--- src/rtl/mult_div_if.sv ---
// mult_div_if -- request/result bundle between the controller and the
// multiply/divide unit.
//
//   start   : launch the operation selected by md_op
//   md_op   : 00 mult, 01 multu, 10 div, 11 divu
//   a, b    : rs / rt operands
//   hi_we   : mthi, write wdata to HI
//   lo_we   : mtlo, write wdata to LO
//   wdata   : mthi/mtlo data
//   busy    : operation in flight, controller must stall
//   done    : one-cycle pulse after HI/LO commit
//   hi, lo  : architectural HI/LO registers
//
// master = controller side, slave = mult_div side.
interface mult_div_if;
  logic        start;
  logic [1:0]  md_op;
  logic [31:0] a;
  logic [31:0] b;
  logic        hi_we;
  logic        lo_we;
  logic [31:0] wdata;
  logic        busy;
  logic        done;
  logic [31:0] hi;
  logic [31:0] lo;

  modport master (
    output start, md_op, a, b, hi_we, lo_we, wdata,
    input  busy, done, hi, lo
  );

  modport slave (
    input  start, md_op, a, b, hi_we, lo_we, wdata,
    output busy, done, hi, lo
  );
endinterface

--- src/rtl/mult_div.sv ---
// mult_div -- multi-cycle multiply/divide unit holding the HI/LO registers.
//
// Ports:
//   clk    : clock, rising edge
//   reset  : synchronous, active-low; clears HI/LO and aborts any operation
//   bus    : mult_div_if.slave (start/md_op/a/b/hi_we/lo_we/wdata in,
//            busy/done/hi/lo out)
//
// Parameters:
//   MULT_CYCLES : cycles busy stays high for mult/multu (>= 1)
//   DIV_CYCLES  : cycles busy stays high for div/divu (>= 1)
//
// Build option:
//   MULT_DIV_DIV_EN : when defined, div/divu are implemented. When undefined
//                     there is no divider and a start with md_op = 1x is
//                     ignored entirely.
//
// The result is computed combinationally from the operands latched at start;
// the counter only sets when it is committed.
module mult_div #(
  parameter int MULT_CYCLES = 5,
  parameter int DIV_CYCLES  = 10
) (
  input logic       clk,
  input logic       reset,
  mult_div_if.slave bus
);

  localparam int MAX_CYCLES = (MULT_CYCLES > DIV_CYCLES) ? MULT_CYCLES : DIV_CYCLES;
  localparam int CNT_W      = $clog2(MAX_CYCLES + 1);

  typedef enum logic {IDLE, RUN} state_t;

  state_t           state;
  logic [CNT_W-1:0] cnt;
  logic             busy_q;
  logic             done_q;
  logic [31:0]      hi_q;
  logic [31:0]      lo_q;

  // Operands latched at start.
  logic [31:0]      a_p0;
  logic [31:0]      b_p0;
  logic             op_unsigned_p0;
`ifdef MULT_DIV_DIV_EN
  logic             op_div_p0;
`endif

  logic             accept;
  logic [CNT_W-1:0] load_cnt;
  logic [63:0]      result;

  // Low 64 bits of the product of the 64-bit extended operands equal the
  // true 64-bit product for both signed and unsigned flavours.
  function automatic logic [63:0] mul_result(input logic        is_unsigned,
                                             input logic [31:0] x,
                                             input logic [31:0] y);
    logic signed [63:0] xe;
    logic signed [63:0] ye;
    xe = is_unsigned ? {32'b0, x} : {{32{x[31]}}, x};
    ye = is_unsigned ? {32'b0, y} : {{32{y[31]}}, y};
    return xe * ye;
  endfunction

`ifdef MULT_DIV_DIV_EN
  // Returns {remainder, quotient}. Divide-by-zero and the single signed
  // overflow case are pinned explicitly rather than left to the operator.
  function automatic logic [63:0] div_result(input logic        is_unsigned,
                                             input logic [31:0] n,
                                             input logic [31:0] d);
    logic signed [31:0] sn;
    logic signed [31:0] sd;
    logic signed [31:0] sq;
    logic signed [31:0] sr;
    logic        [31:0] uq;
    logic        [31:0] ur;
    if (d == 32'd0) begin
      return {n, 32'hFFFF_FFFF};
    end
    if (is_unsigned) begin
      uq = n / d;
      ur = n % d;
      return {ur, uq};
    end
    if (n == 32'h8000_0000 && d == 32'hFFFF_FFFF) begin
      return {32'h0000_0000, 32'h8000_0000};
    end
    sn = n;
    sd = d;
    sq = sn / sd;
    sr = sn % sd;
    return {sr, sq};
  endfunction
`endif

  always_comb begin
    accept = bus.start;
`ifdef MULT_DIV_DIV_EN
    load_cnt = bus.md_op[1] ? CNT_W'(DIV_CYCLES) : CNT_W'(MULT_CYCLES);
    result   = op_div_p0 ? div_result(op_unsigned_p0, a_p0, b_p0)
                         : mul_result(op_unsigned_p0, a_p0, b_p0);
`else
    accept   = bus.start & ~bus.md_op[1];
    load_cnt = CNT_W'(MULT_CYCLES);
    result   = mul_result(op_unsigned_p0, a_p0, b_p0);
`endif
  end

  // ---- p0: operand capture (data only, no reset) ----
  always_ff @(posedge clk) begin
    if (state == IDLE && accept) begin
      a_p0           <= bus.a;
      b_p0           <= bus.b;
      op_unsigned_p0 <= bus.md_op[0];
`ifdef MULT_DIV_DIV_EN
      op_div_p0      <= bus.md_op[1];
`endif
    end
  end

  // ---- control FSM and HI/LO commit ----
  always_ff @(posedge clk) begin
    if (!reset) begin
      state  <= IDLE;
      cnt    <= '0;
      busy_q <= 1'b0;
      done_q <= 1'b0;
      hi_q   <= 32'd0;
      lo_q   <= 32'd0;
    end else begin
      done_q <= 1'b0;
      case (state)
        IDLE: begin
          if (accept) begin
            // start wins over a same-edge mthi/mtlo
            state  <= RUN;
            cnt    <= load_cnt;
            busy_q <= 1'b1;
          end else begin
            if (bus.hi_we) hi_q <= bus.wdata;
            if (bus.lo_we) lo_q <= bus.wdata;
          end
        end
        RUN: begin
          if (cnt == CNT_W'(1)) begin
            hi_q   <= result[63:32];
            lo_q   <= result[31:0];
            state  <= IDLE;
            cnt    <= '0;
            busy_q <= 1'b0;
            done_q <= 1'b1;
          end else begin
            cnt <= cnt - CNT_W'(1);
          end
        end
        default: state <= IDLE;
      endcase
    end
  end

  assign bus.busy = busy_q;
  assign bus.done = done_q;
  assign bus.hi   = hi_q;
  assign bus.lo   = lo_q;

endmodule

--- src/flat_wrapper.sv ---
// flat-port wrapper written by rule: the top's interface ports become plain ports
module mult_div_flat 
#(
  parameter int MULT_CYCLES = 5,
  parameter int DIV_CYCLES  = 10
)
  (clk, reset, bus_start, bus_md_op, bus_a, bus_b, bus_hi_we, bus_lo_we, bus_wdata, bus_busy, bus_done, bus_hi, bus_lo);
  mult_div_if bus_i ();
  input logic clk;
  input logic reset;
  input wire logic [$bits(bus_i.start)-1:0] bus_start;
  input wire logic [$bits(bus_i.md_op)-1:0] bus_md_op;
  input wire logic [$bits(bus_i.a)-1:0] bus_a;
  input wire logic [$bits(bus_i.b)-1:0] bus_b;
  input wire logic [$bits(bus_i.hi_we)-1:0] bus_hi_we;
  input wire logic [$bits(bus_i.lo_we)-1:0] bus_lo_we;
  input wire logic [$bits(bus_i.wdata)-1:0] bus_wdata;
  output wire logic [$bits(bus_i.busy)-1:0] bus_busy;
  output wire logic [$bits(bus_i.done)-1:0] bus_done;
  output wire logic [$bits(bus_i.hi)-1:0] bus_hi;
  output wire logic [$bits(bus_i.lo)-1:0] bus_lo;
  assign bus_i.start = bus_start;
  assign bus_i.md_op = bus_md_op;
  assign bus_i.a = bus_a;
  assign bus_i.b = bus_b;
  assign bus_i.hi_we = bus_hi_we;
  assign bus_i.lo_we = bus_lo_we;
  assign bus_i.wdata = bus_wdata;
  assign bus_busy = bus_i.busy;
  assign bus_done = bus_i.done;
  assign bus_hi = bus_i.hi;
  assign bus_lo = bus_i.lo;
  mult_div #(.MULT_CYCLES(MULT_CYCLES), .DIV_CYCLES(DIV_CYCLES)) u_core (.clk(clk), .reset(reset), .bus(bus_i));
endmodule
--- config.mk ---
export PLATFORM = sky130hd
export DESIGN_NAME = mult_div_flat
export DESIGN_NICKNAME = d
export VERILOG_FILES = /design/src/rtl/mult_div_if.sv /design/src/rtl/mult_div.sv /design/src/flat_wrapper.sv
export SDC_FILE = /design/constraint.sdc
export NUM_CORES = 2
export LEC_CHECK = 0
export ABC_AREA = 1
export CELL_PAD_IN_SITES_DETAIL_PLACEMENT = 1
export CELL_PAD_IN_SITES_GLOBAL_PLACEMENT = 1
export CORE_ASPECT_RATIO = 0.9
export CORE_MARGIN = 1.5
export CORE_UTILIZATION = 50
export CTS_CLUSTER_DIAMETER = 80
export DETAILED_ROUTE_END_ITERATION = 7
export GPL_ROUTABILITY_DRIVEN = 1
export GPL_TIMING_DRIVEN = 1
export PLACE_DENSITY = 0.92
export SLEW_MARGIN = 20
export SYNTH_ARGS = -nofsm -noshare
export SYNTH_HDL_FRONTEND = slang
export SYNTH_SLANG_ARGS = --single-unit
--- constraint.sdc ---
create_clock -name clk -period 11.8 [get_ports clk]
set_clock_uncertainty 0.15 [all_clocks]
set_input_delay 2.95 -clock clk [delete_from_list [all_inputs] [get_ports clk]]
set_output_delay 2.95 -clock clk [all_outputs]
set_load 0.03 [all_outputs]
Word level (Yosys, flattened, before mapping)
Index checks and enable logic that the tools add are counted.
- mux-type cells: 20
- equal/unequal tests: 6
- bitwise logic cells: 3
- $add $sub $neg: 1
- multiply operators: 1
- reduce and logical (&&, ||, !) cells: 5
- operators with widths (cell ; number):
    32-bit two-way mux ; 6
    64-bit two-way mux ; 2
    32-bit one-hot mux with 2 select lines ; 2
    64-bit by 64-bit multiplier with 64-bit output ; 1
    4-bit two-way mux ; 2
    2-bit inequality test, second input constant ; 4
    4-bit one-hot mux with 2 select lines ; 1
    3-bit AND reduction ; 2
    1-bit two-way mux ; 5
    4-bit by 1-bit == test with 1-bit output, second input constant ; 1
    1-bit one-hot mux with 2 select lines ; 2
    2-bit AND reduction ; 2
    4-bit by 1-bit subtractor with 4-bit output, second input constant ; 1
    2-bit by 1-bit inequality test with 1-bit output, second input constant ; 1
    1-bit inverter ; 2
    1-bit bitwise AND ; 1
    1-bit logical AND ; 1
- word-level logic and storage cells: 45
- register bits: 136
- output and inout bits: 66

Depth between registers and ports, before layout
- depth after elaboration: 4
- mapped depth: 41

Worst setup path before layout
OpenSTA, ideal clock, no wires.
- path type: register to register
- start point: register u_core.op_unsigned_p0
- end point: register u_core.hi_q[30] (netlist: u_core.bus.hi[30])
- data arrival time: 8.995 ns
- data required time: 11.530 ns
- buffers on the path: 3
- cell stages (with the launch flop): 34
- period minus slack after synthesis: 9.265 ns
- setup slack: 2.535 ns
- path through: edfxtp_1 > buf_6 > clkbuf_1 > buf_1 > nor2_1 > fa_1 > inv_1 > fa_1 > inv_1 > fa_1 > inv_1 > fa_1 > inv_1 > fa_1 > fa_1 > fa_1 > inv_1 > fa_1 > inv_1 > fa_1 > inv_1 > fa_1 > inv_1 > ha_1 > inv_1 > nor3_1 > nand2_1 > nor2_1 > inv_1 > o211a_1 > nand2_1 > nand2_1 > nand3_1 > a21oi_1
- cells in the longest elaborated chain, start to end: 4
- elaborated cells on any way between the ends: 5
- classes of those cells: mul (1); mux (4)
- ends and longest elaborated chain (what ; RTL line ; text):
    start, declared ; mult_div.sv:44 ; logic op_unsigned_p0;
    start signal, assigned ; mult_div.sv:114 ; op_unsigned_p0 <= bus.md_op[0];
    64-bit two-way mux (on tied branches) ; mult_div.sv:60, mult_div.sv:61 ;
    64-bit by 64-bit multiplier with 64-bit output * ; mult_div.sv:62 ; return xe * ye;
    32-bit two-way mux * ; mult_div.sv:145 ; if (cnt == CNT_W'(1)) begin
    32-bit one-hot mux with 2 select lines * ; mult_div.sv:132 ; case (state)
    end signal, assigned ; mult_div.sv:140 ; if (bus.hi_we) hi_q <= bus.wdata;
    end signal, assigned ; mult_div.sv:146 ; hi_q <= result[63:32];
    end, declared ; mult_div.sv:38 ; logic [31:0] hi_q;
Mark *: on every way between the ends. The rest lies on a longest branch, timed or not. The select of a mux whose other input is x is not followed.
A chain may end at the register's enable or synchronous reset.

Final worst setup path
- start point: register u_core.b_p0[1]
- end point: register u_core.hi_q[30] (netlist: u_core.bus.hi[30])
- cells in the longest elaborated chain, start to end: 4
- ends and longest elaborated chain (what ; RTL line ; text):
    start, declared ; mult_div.sv:43 ; logic [31:0] b_p0;
    start signal, assigned ; mult_div.sv:113 ; b_p0 <= bus.b;
    64-bit two-way mux ; mult_div.sv:61 ; ye = is_unsigned ? {32'b0, y} : {{32{y[31]}}, y};
    64-bit by 64-bit multiplier with 64-bit output ; mult_div.sv:62 ;
    32-bit two-way mux ; mult_div.sv:145 ;
    32-bit one-hot mux with 2 select lines ; mult_div.sv:132 ;
Every way passes these cells. The select of a mux whose other input is x is not followed.

==> impl_metrics.ini <==
[clock_network]
cts_setup_buffers = 0
ctsResizeCount = 0
htreeDepth = 4
cts_tree = yes
clockRootBuffer = clkbuf_16
clockBufferDepth = 2
cts.clk_slew.worst_paths_ns = 0.11
clk_latency_ns = 0.56
cts_made_buffers = 17
clock_sinks = 136
hold_buffers = 0

[logic_synthesis]
synth-edff-count = 65
synthArstFlopShare_pct = 0
synth_cell_types = 49
synthFlopType = dfxtp_1
synth-warning-count = 0
syn-cell-area_mm2 = 0.0546
synth_top_area_share_pct = 52.1
synth_area_leaders = fa_1, inv_1, nand2_1
syn_inst = 6505
yosys.area.top_type = fa_1
syn_nets = 8379
yosysSeqAreaShare_pct = 6.17
ys_seq_elements = 136
avgSynthCellArea_um2 = 8.40

[detailed_routing]
wl_per_cell_um = 26.3
drcViolationCount = 0
wirelength_mm = 211
drt_iter0_drc = 3709
first_pass_iters = 6
ant_nets = 0
post_drt_via_cell_ratio = 5.53
vias = 44200

[sta]
fin_hold_ws_ns = 0.319
fmax_mhz = 96.2
finalSetupViolations = 0
worst_pin_slew_ns = 1.18
maxSlewViolCount = 0
min_period_ns = 10.40
relSlewSlack_pct = 21.2
setup_ws_ns = 1.40
tns_ns = 0
finalHoldViolations = 0
fin_crit_sh_pct = 88.1
rsz0062_at_grt = false

[global_route]
met1_usage_pct = 46.6
grt_max_degree = 68
grt_overflow = 0
grt_busiest_layer = met2
grt_pass1_wl_mm = 316
use_met2_pct = 65.7
grt_pass1_vias = 52600
grtUsageMet3_pct = 9.04
antenna_found_initial = 5
track_usage_pct = 39.1

[cells_and_area]
final_nets = 8411
area_growth_pct = 7.03
layout_common_cells = inv_1, fa_1, nand2_1, ha_1, nor2_1
final_common_cell = inv_1
final_area_mm2 = 0.0585
drive_above_1_share_pct = 2.73
diodes = 0

[floorplan]
die_w_um = 351
core_area_mm2 = 0.108
die_h_um = 317
rows = 114
pin_count = 169
fp.dieArea_mm2 = 0.111
initial_core_util_pct = 50.7

[run]
drv_cap = 0

[placement]
gp_congestion = 0.989
hpwl_mm = 182
placed_area_mm2 = 0.0579
io_buffers = 168
dp_slack_ns = 1.57

[worst_setup_path]
r2r_start = u_core.b_p0[1]
worstSetupPathType = reg -> reg
crit_path_start = u_core.b_p0[1]
slowest_delay_ns = 1.03
critPathCapture = u_core.bus.hi[30]
rr_worst_depth = 28
path_max_fanout = 19
cp-start-kind = register
cp_slowest_cell = edfxtp_1
crit_arrival_ns = 10.71
end_kind = register
cpMostUsedCell = fa_1
r2r_end = u_core.bus.hi[30]
critPathRequiredTime_ns = 12.11
r2r_slack_ns = 1.40

[min_path]
min_path_type = reg -> reg

[status]
status = finished, final reports clean
[through the flow]
step | std cells | utilization [%]
floorplan | 6505 | -
finish | 7999 | 54.2
global placement | 7968 | 53.7
global route | 7999 | 54.2
CTS | 7999 | 54.2
detailed placement | 7968 | 53.7
[worst min path at each step]
stage	startpoint	endpoint	slack, ns	depth (start not counted)
2_1_floorplan	u_core.cnt[3]	u_core.cnt[3]	0.29	2
5_1_grt	u_core.cnt[3]	u_core.cnt[3]	0.35	2
3_5_place_dp	u_core.cnt[3]	u_core.cnt[3]	0.32	2
6_report	u_core.bus.busy	u_core.bus.busy	0.32	2
4_1_cts	u_core.cnt[3]	u_core.cnt[3]	0.33	2
3_3_place_gp	u_core.bus.busy	u_core.bus.busy	0.30	2
[per-layer routing]
layer,vias to the layer above,wire length [um]
met5,-,41
met4,8,13000
met3,821,19700
met2,2394,101000
met1,22800,77300
li1,18100,-
[worst max-delay path, delay by kind of cell (launching register included)]
kind	cells	cell delay, ns
buf+inv	8	0.98
fa+ha+maj	11	6.28
compound gates	2	0.40
simple gates	7	1.39
flops	1	1.03
[cell usage after synthesis (3+ instances only)]
| master | number |
|---|---|
| nor2_2 | 4 |
| o211ai_1 | 4 |
| and3_1 | 7 |
| a31oi_1 | 56 |
| or2_2 | 33 |
| a211oi_1 | 3 |
| xnor2_1 | 21 |
| buf_1 | 4 |
| nand4_1 | 4 |
| xor2_1 | 13 |
| o21ai_0 | 129 |
| inv_1 | 2239 |
| nand2_2 | 4 |
| o21bai_1 | 12 |
| dfxtp_1 | 71 |
| a21oi_1 | 131 |
| nor2_1 | 169 |
| nand2_1 | 1361 |
| a21boi_0 | 3 |
| a21o_1 | 7 |
| nand3_1 | 101 |
| clkbuf_1 | 237 |
| ha_1 | 350 |
| nor4_1 | 5 |
| inv_2 | 4 |
| fa_1 | 1421 |
| nor3_1 | 12 |
| edfxtp_1 | 65 |
| nand3b_1 | 8 |
[flip-flops by register name, summed over array words and instances (netlist names)]
name	count
u_core.a_p0	32
u_core.b_p0	32
u_core.bus.hi	32
u_core.bus.lo	32
u_core.cnt	4
u_core.bus.busy	1
u_core.bus.done	1
u_core.op_unsigned_p0	1
u_core.state	1
[cell type report]
type	instances	area [um2]
inverters	2244	8420
well taps	1450	1810
clock inverters	12	133
fillers	12900	49400
flip-flops and latches	136	3370
repair buffers	258	2350
multi-input cells	3880	41900
clock buffers	19	453
[cell families after synthesis]
kind of cell | share of synthesized area (%)
buffers and inverters | 17.1
adders and majority gates | 60.1
and+or+nand+nor | 12.4
AOI/OAI and AO/OA | 3.65
DFF | 6.17
xor gates and xnor gates | 0.575
Power is not shown: default switching activity piles up to over one toggle a cycle in this logic, so the estimate is an artifact.
